`src/rtl/draw_sprite_pkg.sv`:
```
// Shared constants for the sprite overlay stage of the VGA pipeline.
package draw_sprite_pkg;
  localparam int unsigned SPRITE_W = 48;
  localparam int unsigned SPRITE_H = 64;
  localparam int unsigned RGB_W    = 12;
  localparam logic [RGB_W-1:0] SPRITE_KEY_COLOR = 12'h0F0;

  localparam int unsigned CNT_W = 11;
  // Timing bundle layout: {hcount, vcount, hsync, vsync, hblnk, vblnk}
  localparam int unsigned TIM_W = 2 * CNT_W + 4;
endpackage

```
`src/rtl/vga_timing_delay.sv`:
```
// N-stage register chain for the VGA timing bundle; also exposes the first stage so
// downstream logic can act on stage-1 blanking.
module vga_timing_delay
  import draw_sprite_pkg::*;
#(
  parameter int unsigned N = 2
) (
  input  logic             pclk,
  input  logic             rst,
  input  logic [TIM_W-1:0] din,
  output logic [TIM_W-1:0] first,
  output logic [TIM_W-1:0] dout
);

  logic [TIM_W-1:0] chain [N];

  always_ff @(posedge pclk) begin
    if (rst) begin
      for (int i = 0; i < int'(N); i++) chain[i] <= '0;
    end else begin
      chain[0] <= din;
      for (int i = 1; i < int'(N); i++) chain[i] <= chain[i-1];
    end
  end

  assign first = chain[0];
  assign dout  = chain[N-1];

endmodule

```
`src/rtl/draw_sprite.sv`:
```
// Overlays the 48x64 sprite ROM onto the background stream with 2-cycle latency.
// Define DRAW_SPRITE_TRANSPARENCY_EN to treat SPRITE_KEY_COLOR pixels as transparent.
module draw_sprite
  import draw_sprite_pkg::*;
#(
  parameter int unsigned XPOS_W = 12,
  parameter int unsigned YPOS_W = 12
) (
  input  logic              pclk,
  input  logic              rst,
  input  logic [CNT_W-1:0]  hcount_in,
  input  logic [CNT_W-1:0]  vcount_in,
  input  logic              hsync_in,
  input  logic              vsync_in,
  input  logic              hblnk_in,
  input  logic              vblnk_in,
  input  logic [RGB_W-1:0]  rgb_in,
  input  logic [XPOS_W-1:0] xpos,
  input  logic [YPOS_W-1:0] ypos,
  output logic [11:0]       rom_addr,
  input  logic [RGB_W-1:0]  rom_rgb,
  output logic [CNT_W-1:0]  hcount_out,
  output logic [CNT_W-1:0]  vcount_out,
  output logic              hsync_out,
  output logic              vsync_out,
  output logic              hblnk_out,
  output logic              vblnk_out,
  output logic [RGB_W-1:0]  rgb_out
);

  // One extra bit so the far edge of the box can never wrap.
  localparam int unsigned XB = ((XPOS_W > CNT_W) ? XPOS_W : CNT_W) + 1;
  localparam int unsigned YB = ((YPOS_W > CNT_W) ? YPOS_W : CNT_W) + 1;

  logic [XPOS_W-1:0] x_lat;
  logic [YPOS_W-1:0] y_lat;
  logic              vblnk_prev;

  always_ff @(posedge pclk) begin
    if (rst) begin
      x_lat      <= '0;
      y_lat      <= '0;
      vblnk_prev <= 1'b0;
    end else begin
      vblnk_prev <= vblnk_in;
      if (vblnk_in && !vblnk_prev) begin
        x_lat <= xpos;
        y_lat <= ypos;
      end
    end
  end

  logic [XB-1:0] hc_ext, x_ext, x_end;
  logic [YB-1:0] vc_ext, y_ext, y_end;
  logic          in_sprite_d;
  logic [5:0]    dx, dy;

  always_comb begin
    hc_ext = XB'(hcount_in);
    x_ext  = XB'(x_lat);
    x_end  = x_ext + XB'(SPRITE_W);
    vc_ext = YB'(vcount_in);
    y_ext  = YB'(y_lat);
    y_end  = y_ext + YB'(SPRITE_H);
    in_sprite_d = (hc_ext >= x_ext) && (hc_ext < x_end) &&
                  (vc_ext >= y_ext) && (vc_ext < y_end);
    // Only the low six bits of the offsets reach the ROM address.
    dx = hcount_in[5:0] - x_lat[5:0];
    dy = vcount_in[5:0] - y_lat[5:0];
  end

  logic             in_sprite_q;
  logic [RGB_W-1:0] rgb_q;

  always_ff @(posedge pclk) begin
    if (rst) begin
      rom_addr    <= '0;
      in_sprite_q <= 1'b0;
      rgb_q       <= '0;
    end else begin
      rom_addr    <= in_sprite_d ? {dy, dx} : 12'h000;
      in_sprite_q <= in_sprite_d;
      rgb_q       <= rgb_in;
    end
  end

  logic [TIM_W-1:0] tim_s1, tim_s2;

  vga_timing_delay #(
    .N (2)
  ) u_timing_delay (
    .pclk  (pclk),
    .rst   (rst),
    .din   ({hcount_in, vcount_in, hsync_in, vsync_in, hblnk_in, vblnk_in}),
    .first (tim_s1),
    .dout  (tim_s2)
  );

  logic show_sprite;
`ifdef DRAW_SPRITE_TRANSPARENCY_EN
  assign show_sprite = in_sprite_q && (rom_rgb != SPRITE_KEY_COLOR);
`else
  assign show_sprite = in_sprite_q;
`endif

  always_ff @(posedge pclk) begin
    if (rst) begin
      rgb_out <= '0;
    end else if (tim_s1[1] || tim_s1[0]) begin
      rgb_out <= '0;
    end else begin
      rgb_out <= show_sprite ? rom_rgb : rgb_q;
    end
  end

  assign {hcount_out, vcount_out, hsync_out, vsync_out, hblnk_out, vblnk_out} = tim_s2;

endmodule

```
`config.mk`:
```
export PLATFORM = sky130hd
export DESIGN_NAME = draw_sprite
export DESIGN_NICKNAME = d
export VERILOG_FILES = /design/src/rtl/draw_sprite_pkg.sv /design/src/rtl/vga_timing_delay.sv /design/src/rtl/draw_sprite.sv
export SDC_FILE = /design/constraint.sdc
export NUM_CORES = 1
export LEC_CHECK = 0
export CELL_PAD_IN_SITES_DETAIL_PLACEMENT = 0
export CELL_PAD_IN_SITES_GLOBAL_PLACEMENT = 1
export CORE_UTILIZATION = 39
export CTS_BUF_LIST = sky130_fd_sc_hd__clkbuf_16
export CTS_CLUSTER_DIAMETER = 40
export CTS_CLUSTER_SIZE = 12
export DETAILED_ROUTE_END_ITERATION = 12
export GPL_TIMING_DRIVEN = 1
export PLACE_DENSITY = 0.95
export SETUP_SLACK_MARGIN = 0.02
export SYNTH_ARGS = -nofsm -noshare
export SYNTH_HDL_FRONTEND = slang
export SYNTH_SLANG_ARGS = --single-unit
```
`constraint.sdc`:
```
create_clock -name pclk -period 5.2 [get_ports pclk]
set_input_delay 0.52 -clock pclk [delete_from_list [all_inputs] [get_ports pclk]]
set_output_delay 0.52 -clock pclk [all_outputs]
set_load 0.01 [all_outputs]
```
==> reports/results.txt, run 1 <==
Final hold slack = 428 ps
CP most frequent cell = ha_1
Initial antenna violation count = 0
Vias = 3,495
Grt met3 use = 0.0543
Post-synth EDFFs = 0
PwrDens = 357 mW/mm^2
Transition time of the tightest slew-check pin = 890 ps
ANT nets after route = 0
Root buffer cell = clkbuf_16
Leakage power = 0.00252 uW
Final setup fails = 0
Cells along the critical path = inv_1 -> ha_1 -> nor2_1 -> nand3_1 -> xnor2_1 -> ha_1 -> a21o_1 -> a2111oi_4 -> nand4_2 -> a2111oi_2
Vias in the first global route = 3,630
Initial detailed-routing violation count = 145
Met2 Use GR = 0.300
Max Cap Viol = 0
Number of detailed-route iterations in the first pass = 4
Crit path kind = register to register
Syn nets = 579
Logic pwr share = 0.121
Post-Route WL = 10.5 mm
Cts repair resizes = 0
Async SR Flop Fraction = 0
Clock-pin slew on the worst setup and hold paths = 50 ps
Worst Skew = 4.29 ps
TNS Setup = 0 ps
Maximum vdd drop = 0.232 mV
Sequential fraction of design power = 0.398
Pins Over Slew Limit = 0
Largest net degree at the start of global routing = 89
Hold Path Class = register to register
Critical Path RT = 5500 ps
#FFs+latches synth = 113
DIE HEIGHT = 111 um
Io pins = 126
Met1 track demand over resource = 0.216
Final core occ = 0.568
CTS tree = yes
YS warnings = 0
Top FF cell, synth = dfxtp_1
Num CTS Buffers = 17
Register area share after synthesis = 0.492
Int Power = 1800 uW
Setup Fix Bufs, Post-CTS = 0
Hold Violations, Final = 0
Critical path's slowest cell = a2111oi_2
Mapped Area = 0.00460 mm^2
Yosys cell types = 45
Rel. slew slack = 0.407
Cell Rows = 39
Critical Path Source Type = register
First-pass GRT wire length = 17.4 mm
Post-route DRC = 0
Antenna diode count = 0
Sw frac = 0.228
Starting Density = 0.401
Full die area = 0.0122 mm^2
Worst Path Max Fanout = 13
Worst-Skew Late Latency = 400 ps
Mapped Cells = 465
Gr usage total = 0.181
Average cell area after synthesis = 9.89 um^2
Psw = 532 uW
Busiest layer in global routing = met2
Status = finished, final reports clean
DP HPWL = 7.80 mm
Post-layout nets = 705
P&R area growth vs syn = 41.7%
Minimum clock period = 3020 ps
CP max stage delay = 440 ps
Post-Layout Cell Count = 747
Core box area = 0.0115 mm^2
WL/cell = 14.1 um
Fillers = 969
H-tree depth = 4
Cts hold-fix bufs = 0
Dpl cells = 715
Total global routing overflow = 0
Final period utilization = 0.581
RSZ-0062 raised after global routing = false
Die W = 111 um
GPL Wtd Cong = 0.845
Clk network pwr share = 0.482
Share of cells above drive strength 1 = 0.0828
Worst EP arrival = 3320 ps
Vias per inst = 4.68
F_max = 331 MHz
CTS max path bufs = 2
Post-route setup slack = 2180 ps
CTS sink count = 113
Crit. End Element = register
PortBufs = 125
Post-place setup slack = 1950 ps
[kinds of logic after synthesis]
kind of cell / count (synthesis) / share of synthesized area
and+or+nand+nor: 176 / 0.204
DFF: 113 / 0.492
AOI/OAI and AO/OA: 65 / 0.0990
buffers and inverters: 46 / 0.0424
adders and majority gates: 38 / 0.107
muxes: 14 / 0.0307
xor gates and xnor gates: 13 / 0.0248
[power by group through the flow]
stage | sequential [uW] | clock, uW | combinational (uW)
after detailed placement | 944 | 0 | 280
final | 926 | 1120 | 281
after global placement | 942 | 0 | 274
after global routing | 930 | 1180 | 311
after CTS | 926 | 1140 | 283
after floorplan | 945 | 0 | 157
[state kept, by name, summed over array words and instances (netlist names)]
name,count
rom_addr,12
rgb_q,12
x_lat,12
rgb_out,12
in_sprite_q,1
y_lat,12
u_timing_delay.chain,52
[layer usage]
metal / up-vias / part of all wire
met5: - / 0
li1: 1792 / -
met4: 0 / 0.021
met2: 109 / 0.46
met1: 1575 / 0.47
met3: 19 / 0.049
[critical path: cells and delay by family, from the launching register on]
| kind | cells | cell delay, ps |
|---|---|---|
| xor gates and xnor gates | 1 | 150 |
| DFF | 1 | 390 |
| AOI/OAI and AO/OA | 3 | 1000 |
| adders and majority gates | 2 | 560 |
| buffers and inverters | 1 | 90 |
| and+or+nand+nor | 3 | 730 |
[cell type report]
class	instances	area, um^2	area share
repair buffers	127	1260	0.194
clock buffers	17	425	0.0653
flip-flops and latches	113	2260	0.347
well taps	143	179	0.0275
multi-input cells	306	2140	0.328
inverters	26	97.6	0.0150
clock inverters	15	151	0.0232
[metrics by stage]
step	total power (uW)	area [um^2]
2_1_floorplan	1100	4600
3_3_place_gp	1220	5940
3_5_place_dp	1220	5940
4_1_cts	2350	6520
5_1_grt	2430	6520
6_report	2330	6520
[cells in the final DEF (no fill, tap or decap), drive strengths merged, types with 3 or more instances in the layout]
cell type,n
a2111oi,3
a21o,4
a21oi,32
buf,3
bufinv,3
clkbuf,17
clkdlybuf4s50,124
clkinv,7
dfxtp,113
ha,36
inv,30
mux2i,13
nand2,53
nand2b,6
nand3,6
nand4,4
nor2,22
nor2b,67
nor3,12
o21ai,11
o31a,3
xnor2,10
xor2,3
[synth_stat cells, types with 2 or more instances]
library cell | number | share of area
o31a_1 | 2 | 0.0038
buf_6 | 3 | 0.0073
nor2_1 | 22 | 0.018
nand4_1 | 3 | 0.0041
o21ai_0 | 11 | 0.012
nand2_1 | 53 | 0.043
xor2_1 | 3 | 0.0057
nor3_2 | 5 | 0.011
nand3_1 | 5 | 0.0054
inv_1 | 26 | 0.021
buf_1 | 2 | 0.0016
nor3_1 | 7 | 0.0076
a211oi_1 | 2 | 0.0033
mux2i_1 | 13 | 0.028
a21o_1 | 4 | 0.0065
ha_1 | 36 | 0.098
a21oi_1 | 31 | 0.034
dfxtp_1 | 113 | 0.49
nand2b_1 | 6 | 0.0082
clkbuf_1 | 15 | 0.012
nor2b_1 | 67 | 0.091
o21a_1 | 2 | 0.0033
xnor2_1 | 10 | 0.019
a2111oi_2 | 2 | 0.0065
fa_1 | 2 | 0.0087
[path summary, 6_finish.rpt]
check	from	endpoint	slack, ps	depth (start not counted)
setup reg to reg	x_lat[4]	rom_addr[9]	2180	10
hold / removal	u_timing_delay.chain[0][4]	u_timing_delay.chain[0][30]	430	1
hold reg to reg	u_timing_delay.chain[0][4]	u_timing_delay.chain[0][30]	430	1
setup / recovery	x_lat[4]	rom_addr[9]	2180	10
Note: power is estimated with default switching activity, not from simulation.
==> run 2, diff against run 1 <==
--- a/config.mk
+++ b/config.mk
@@ -7,13 +7,13 @@
 export LEC_CHECK = 0
 export CELL_PAD_IN_SITES_DETAIL_PLACEMENT = 0
 export CELL_PAD_IN_SITES_GLOBAL_PLACEMENT = 1
-export CORE_UTILIZATION = 39
+export CORE_UTILIZATION = 36
 export CTS_BUF_LIST = sky130_fd_sc_hd__clkbuf_16
 export CTS_CLUSTER_DIAMETER = 40
 export CTS_CLUSTER_SIZE = 12
 export DETAILED_ROUTE_END_ITERATION = 12
 export GPL_TIMING_DRIVEN = 1
-export PLACE_DENSITY = 0.95
+export PLACE_DENSITY = 0.89
 export SETUP_SLACK_MARGIN = 0.02
 export SYNTH_ARGS = -nofsm -noshare
 export SYNTH_HDL_FRONTEND = slang
==> constraint.sdc (replaced) <==
create_clock -name pclk -period 2.9 [get_ports pclk]
set_input_delay 0.29 -clock pclk [delete_from_list [all_inputs] [get_ports pclk]]
set_output_delay 0.29 -clock pclk [all_outputs]
set_load 0.01 [all_outputs]
==> run 2 against run 1 <==
First-iteration DRC count down 2.8%. Utilization decreased by 2.6 points. Global-route usage is 0.82 points lower. Hold slack barely moved. Sequential share of layout area decreased by 0.58 points. Clock skew rose by 1.9 ps. Die area increased by 8.2%. Final area up 1.7%. Critical path depth is the same. Clock-buffer cell count did not move. Clock power grew 95%. Worst setup slack lost 2000 ps. Critical path type unchanged. Largest cell class unchanged. Highest routed layer unchanged.
==> reports/results.txt, run 2 (synthesis results as in run 1) <==
Status = finished, final reports clean (unchanged)
Crit path kind = register to register (unchanged)
Post-layout nets = 708 (was 705)
Fin area = 0.00663 mm^2 (was 0.00652 mm^2)
Initial detailed-routing violation count = 141 (was 145)
Pins Over Slew Limit = 0 (unchanged)
Commonest non-fill, non-tap cell in the layout = clkdlybuf4s50_1 (unchanged)
Post-route DRC = 0 (unchanged)
CTS max path bufs = 2 (unchanged)
F_max = 370 MHz (was 331 MHz)
Num CTS Buffers = 17 (unchanged)
DIE HEIGHT = 115 um (was 111 um)
PwrDens = 657 mW/mm^2 (was 357 mW/mm^2)
Worst-Skew Late Latency = 400 ps (about the same)
Cts hold-fix bufs = 0 (unchanged)
TNS Setup = 0 ps (unchanged)
Worst Path Max Fanout = 7 (was 13)
CTS tree = yes (unchanged)
Leakage power = 0.00253 uW (was 0.00252 uW)
Number of detailed-route iterations in the first pass = 4 (unchanged)
WL/cell = 13.9 um (was 14.1 um)
PortBufs = 125 (unchanged)
Top reg by flops = u_timing_delay.chain (unchanged)
Hold Path Class = register to register (unchanged)
H-tree depth = 4 (unchanged)
Clock-pin slew on the worst setup and hold paths = 50 ps (about the same)
P&R area growth vs syn = 44.1% (was 41.7%)
Fillers = 1,123 (was 969)
Largest net degree at the start of global routing = 48 (was 89)
Max FFs per register = 52 (unchanged)
RSZ-0062 raised after global routing = false (unchanged)
Gr usage total = 0.173 (was 0.181)
Rel. slew slack = 0.385 (was 0.407)
Vias in the first global route = 3,672 (was 3,630)
Final setup fails = 0 (unchanged)
CTS sink count = 113 (unchanged)
Share of cells above drive strength 1 = 0.0875 (was 0.0828)
GPL Wtd Cong = 0.939 (was 0.845)
Initial antenna violation count = 0 (unchanged)
Maximum vdd drop = 0.400 mV (was 0.232 mV)
Full die area = 0.0132 mm^2 (was 0.0122 mm^2)
Vias = 3,548 (was 3,495)
Root buffer cell = clkbuf_16 (unchanged)
Core box area = 0.0122 mm^2 (was 0.0115 mm^2)
Antenna diode count = 0 (unchanged)
Die W = 115 um (was 111 um)
Crit. End Element = register (unchanged)
Minimum clock period = 2700 ps (was 3020 ps)
Final core occ = 0.543 (was 0.568)
Total global routing overflow = 0 (unchanged)
Worst Skew = 6.21 ps (was 4.29 ps)
Post-DP Area = 0.00598 mm^2 (was 0.00594 mm^2)
Starting Density = 0.377 (was 0.401)
ANT nets after route = 0 (unchanged)
Io pins = 126 (unchanged)
Commonest cells after routing, fill and taps aside = clkdlybuf4s50_1, dfxtp_1, nor2b_1, nand2_1, ha_1 (unchanged)
Max Cap Viol = 0 (unchanged)
Transition time of the tightest slew-check pin = 923 ps (was 890 ps)
Post-Route WL = 10.8 mm (was 10.5 mm)
Worst EP arrival = 3000 ps (was 3320 ps)
Critical Path RT = 3200 ps (was 5500 ps)
Critical Path Source Type = register (unchanged)
Hold Violations, Final = 0 (unchanged)
Final period utilization = 0.931 (was 0.581)
Cell Rows = 40 (was 39)
First-pass GRT wire length = 17.4 mm (about the same)
DP HPWL = 8.21 mm (was 7.80 mm)
Vias per inst = 4.58 (was 4.68)
run 2: changes by cell type in the layout (fill, tap and decap cells not counted):
cell,previous run,this run
nor2_1,22,21
clkinv_2,6,3
nand4_2,1,0
buf_4,2,5
bufinv_16,3,5
nor2_2,0,1
clkinv_1,1,2
inv_1,29,28
nand4_4,0,1
run 2: per-layer routing:
metal / global-route usage / wire, um
met5: 0 / 0
met4: 0.0693 / 213
met3: 0.0675 / 831
met2: 0.295 / 5130
met1: 0.193 / 4610
run 2: path summary, 6_finish.rpt:
path | start | slack [ps] | depth (start not counted) | to
hold reg to reg | u_timing_delay.chain[0][5] | 430 | 1 | u_timing_delay.chain[0][31]
setup / recovery | x_lat[4] | 200 | 10 | rom_addr[9]
hold / removal | u_timing_delay.chain[0][5] | 430 | 1 | u_timing_delay.chain[0][31]
setup reg to reg | x_lat[4] | 200 | 10 | rom_addr[9]
run 2: layout make-up:
cell class | count | area (um^2) | share of cell area
Tap cell | 168 | 210 | 0.0317
Clock inverter | 14 | 196 | 0.0296
Multi-Input combinational cell | 306 | 2150 | 0.325
Timing Repair Buffer | 130 | 1280 | 0.194
Clock buffer | 17 | 425 | 0.0642
Inverter | 26 | 97.6 | 0.0147
Sequential cell | 113 | 2260 | 0.341
run 2: power breakdown:
group,total (uW),switching (uW),internal (uW)
clock network,2180,678,1500
logic,514,242,272
registers,1660,32.9,1630
run 2: repair_timing:
action                     4_1_cts  5_1_grt
setup endpoints to repair        0       13
resized for setup                0        2
setup buffers                    0        2
run 2: worst max-delay path, cell delays in order (launching register included):
cell       delay, ps
dfxtp_1          380
inv_1             80
ha_1             250
nor2_2           160
nand3_1          120
xnor2_1          210
ha_1             280
a21o_1           190
a2111oi_4        370
nand4_4          200
a2111oi_2        360
run 2: metrics by stage:
stage / total power [uW] / setup WS, ps / instances / hold slack [ps]
6_report: 4350 / 199 / 774 / 428
4_1_cts: 4400 / 60.1 / 772 / 420
3_3_place_gp: 2190 / 174 / 741 / 417
2_1_floorplan: 1970 / 436 / 465 / 414
5_1_grt: 4550 / 35.3 / 774 / 419
3_5_place_dp: 2200 / 80.6 / 741 / 420
==> run 3, diff against run 2 <==
--- a/config.mk
+++ b/config.mk
@@ -17,4 +17,5 @@
 export SETUP_SLACK_MARGIN = 0.02
 export SYNTH_ARGS = -nofsm -noshare
 export SYNTH_HDL_FRONTEND = slang
+export SYNTH_HIERARCHICAL = 1
 export SYNTH_SLANG_ARGS = --single-unit
==> run 3 against run 2 <==
Final area is 0.34% higher. Via count is 0.59% higher. Combinational power is 3% higher. Critical path type unchanged. Die area is 1.3% higher. Wire length is 1.5% higher. Utilization is 1.6 points lower.
==> reports/results.txt, run 3 <==
CP max stage delay = 380 ps (about the same)
TNS Setup = 0 ps (unchanged)
Core box area = 0.0126 mm^2 (was 0.0122 mm^2)
Sw frac = 0.236 (was 0.219)
DP HPWL = 8.27 mm (was 8.21 mm)
Yosys cell types = 51 (was 45)
Async SR Flop Fraction = 0 (unchanged)
Maximum vdd drop = 0.429 mV (was 0.400 mV)
Top delay family on crit path = compound AO/OA/AOI/OAI gates (unchanged)
Average cell area after synthesis = 9.91 um^2 (was 9.89 um^2)
R2r setup slk = 230 ps (was 200 ps)
GPL Wtd Cong = 0.919 (was 0.939)
CP endpoint = rom_addr[11] (was rom_addr[9])
Full die area = 0.0134 mm^2 (was 0.0132 mm^2)
Int Power = 3160 uW (was 3400 uW)
Number of detailed-route iterations in the first pass = 4 (unchanged)
Clk network pwr share = 0.466 (was 0.501)
Top FF cell, synth = dfxtp_1 (unchanged)
Largest net degree at the start of global routing = 37 (was 48)
Worst Path Max Fanout = 7 (unchanged)
Setup Fix Bufs, Post-CTS = 0 (unchanged)
PortBufs = 125 (unchanged)
Leakage power = 0.00255 uW (was 0.00253 uW)
Commonest non-fill, non-tap cell in the layout = clkdlybuf4s50_1 (unchanged)
Synth area leader = dfxtp_1 (unchanged)
ANT nets after route = 0 (unchanged)
Cell Rows = 41 (was 40)
Psw = 975 uW (was 953 uW)
DIE HEIGHT = 116 um (was 115 um)
Yosys top cell area share = 0.490 (was 0.492)
Total global routing overflow = 0 (unchanged)
Post-layout nets = 718 (was 708)
RSZ-0062 raised after global routing = false (unchanged)
R2R depth = 11 (was 10)
Crit path kind = register to register (unchanged)
Top post-synthesis cells by count = dfxtp_1, nor2b_1, nand2_1 (unchanged)
Post-DP Area = 0.00610 mm^2 (was 0.00598 mm^2)
Clock-pin slew on the worst setup and hold paths = 50 ps (about the same)
Critical Path RT = 3220 ps (was 3200 ps)
Pins Over Slew Limit = 0 (unchanged)
P&R area growth vs syn = 42.7% (was 44.1%)
Worst Skew = 5.36 ps (was 6.21 ps)
WL/cell = 13.9 um (about the same)
CTS tree = yes (unchanged)
YS warnings = 6 (was 0)
Share of cells above drive strength 1 = 0.0891 (was 0.0875)
Commonest cells after routing, fill and taps aside = clkdlybuf4s50_1, dfxtp_1, nor2b_1, nand2_1, ha_1 (unchanged)
Mapped Cells = 470 (was 465)
Dpl cells = 757 (was 741)
CTS sink count = 114 (was 113)
Fillers = 1,168 (was 1,123)
Max Cap Viol = 0 (unchanged)
Rel. slew slack = 0.343 (was 0.385)
Final setup fails = 0 (unchanged)
Vias per inst = 4.52 (was 4.58)
First-pass GRT wire length = 17.4 mm (about the same)
PwrDens = 621 mW/mm^2 (was 657 mW/mm^2)
Reg2reg end = rom_addr[11] (was rom_addr[9])
Vias = 3,569 (was 3,548)
Hold Violations, Final = 0 (unchanged)
Vias in the first global route = 3,651 (was 3,672)
H-tree depth = 4 (unchanged)
Top reg by flops = u_timing_delay/chain (was u_timing_delay.chain)
F_max = 374 MHz (was 370 MHz)
Post-synth EDFFs = 0 (unchanged)
Critical Path Source Type = register (unchanged)
Register area share after synthesis = 0.490 (was 0.492)
Count leader, synth = dfxtp_1 (unchanged)
Minimum clock period = 2670 ps (was 2700 ps)
Die W = 116 um (was 115 um)
Hold Path Class = primary input to register (was register to register)
Reg-to-Reg Start = x_lat[4] (unchanged)
Transition time of the tightest slew-check pin = 986 ps (was 923 ps)
CTS max path bufs = 2 (unchanged)
Io pins = 126 (unchanged)
Worst-Skew Late Latency = 410 ps (was 400 ps)
Post-Route WL = 10.9 mm (was 10.8 mm)
Initial antenna violation count = 0 (unchanged)
Antenna diode count = 0 (unchanged)
Post-Layout Cell Count = 789 (was 774)
Mapped Area = 0.00466 mm^2 (was 0.00460 mm^2)
Final period utilization = 0.921 (was 0.931)
Num CTS Buffers = 17 (unchanged)
Critical path's slowest cell = dfxtp_1 (unchanged)
Stages on the worst setup path = 11 (was 10)
Root buffer cell = clkbuf_16 (unchanged)
Top cells by area, synth = dfxtp_1, ha_1, nor2b_1 (unchanged)
Cells along the critical path = inv_2 -> ha_1 -> or3_1 -> xnor2_1 -> ha_1 -> a21oi_1 -> o21ai_1 -> a211oi_2 -> o41ai_4 -> buf_4 -> nor4b_4 (was inv_1 -> ha_1 -> nor2_2 -> nand3_1 -> xnor2_1 -> ha_1 -> a21o_1 -> a2111oi_4 -> nand4_4 -> a2111oi_2)
Gr usage total = 0.174 (was 0.173)
Cts repair resizes = 0 (unchanged)
Initial detailed-routing violation count = 158 (was 141)
Logic pwr share = 0.128 (was 0.118)
Crit. End Element = register (unchanged)
Worst Setup SP = x_lat[4] (unchanged)
Max FFs per register = 52 (unchanged)
Sequential fraction of design power = 0.406 (was 0.381)
CP most frequent cell = ha_1 (unchanged)
Syn nets = 584 (was 579)
Status = finished, final reports clean (unchanged)
Final hold slack = 299 ps (was 428 ps)
Fin area = 0.00665 mm^2 (was 0.00663 mm^2)
Crit path buf inv count = 2 (was 1)
Worst EP arrival = 3000 ps (about the same)
Post-route DRC = 0 (unchanged)
Starting Density = 0.369 (was 0.377)
#FFs+latches synth = 114 (was 113)
Cts hold-fix bufs = 0 (unchanged)
[run 3: per-layer routing]
layer | wire length, um | track usage | share of wire | vias to the layer above
met5 | 0 | 0 | 0 | -
met4 | 233 | 0.0872 | 0.021 | 0
met3 | 698 | 0.0518 | 0.064 | 19
met2 | 5070 | 0.290 | 0.46 | 112
met1 | 4950 | 0.203 | 0.45 | 1610
li1 | - | - | - | 1828
[run 3: metrics by stage]
stage | utilization | total power [uW] | setup WS (ps)
6_report | 0.527 | 4130 | 229
3_5_place_dp | 0.483 | 2240 | -49.8
4_1_cts | 0.527 | 4180 | 225
5_1_grt | 0.527 | 4330 | 27.4
2_1_floorplan | - | 2000 | 443
3_3_place_gp | 0.483 | 2220 | 33.7
[run 3: logic make-up after synthesis]
logic type	synth area share
AOI/OAI and AO/OA	0.106
adders and majority gates	0.105
and+or+nand+nor	0.210
muxes	0.0258
buffers and inverters	0.0424
DFF	0.490
xor gates and xnor gates	0.0207
[run 3: final cells by class]
type | count | area [um^2] | share of cell area
Clock inverter | 15 | 126 | 0.0190
Clock buffer | 17 | 425 | 0.0640
Timing Repair Buffer | 134 | 1310 | 0.198
Multi-Input combinational cell | 309 | 2180 | 0.328
Tap cell | 172 | 215 | 0.0324
Inverter | 28 | 105 | 0.0158
Sequential cell | 114 | 2280 | 0.343
[run 3: worst min-delay path by stage]
stage	startpoint	endpoint	slack, ps	cells past startpoint
4_1_cts	rst	u_timing_delay/chain[0][29]	280	2
2_1_floorplan	rst	u_timing_delay/chain[0][49]	360	1
3_3_place_gp	u_timing_delay/chain[0][7]	u_timing_delay/chain[0][33]	420	1
5_1_grt	rst	u_timing_delay/chain[0][26]	310	2
6_report	rst	u_timing_delay/chain[0][29]	300	2
3_5_place_dp	u_timing_delay/chain[0][7]	u_timing_delay/chain[0][33]	420	1
[run 3: power by group through the flow]
stage	sequential, uW	clock, uW	combinational, uW
after CTS	1680	1970	534
final	1680	1920	529
after floorplan	1710	0	294
after global routing	1680	2060	589
after detailed placement	1710	0	529
after global placement	1710	0	517
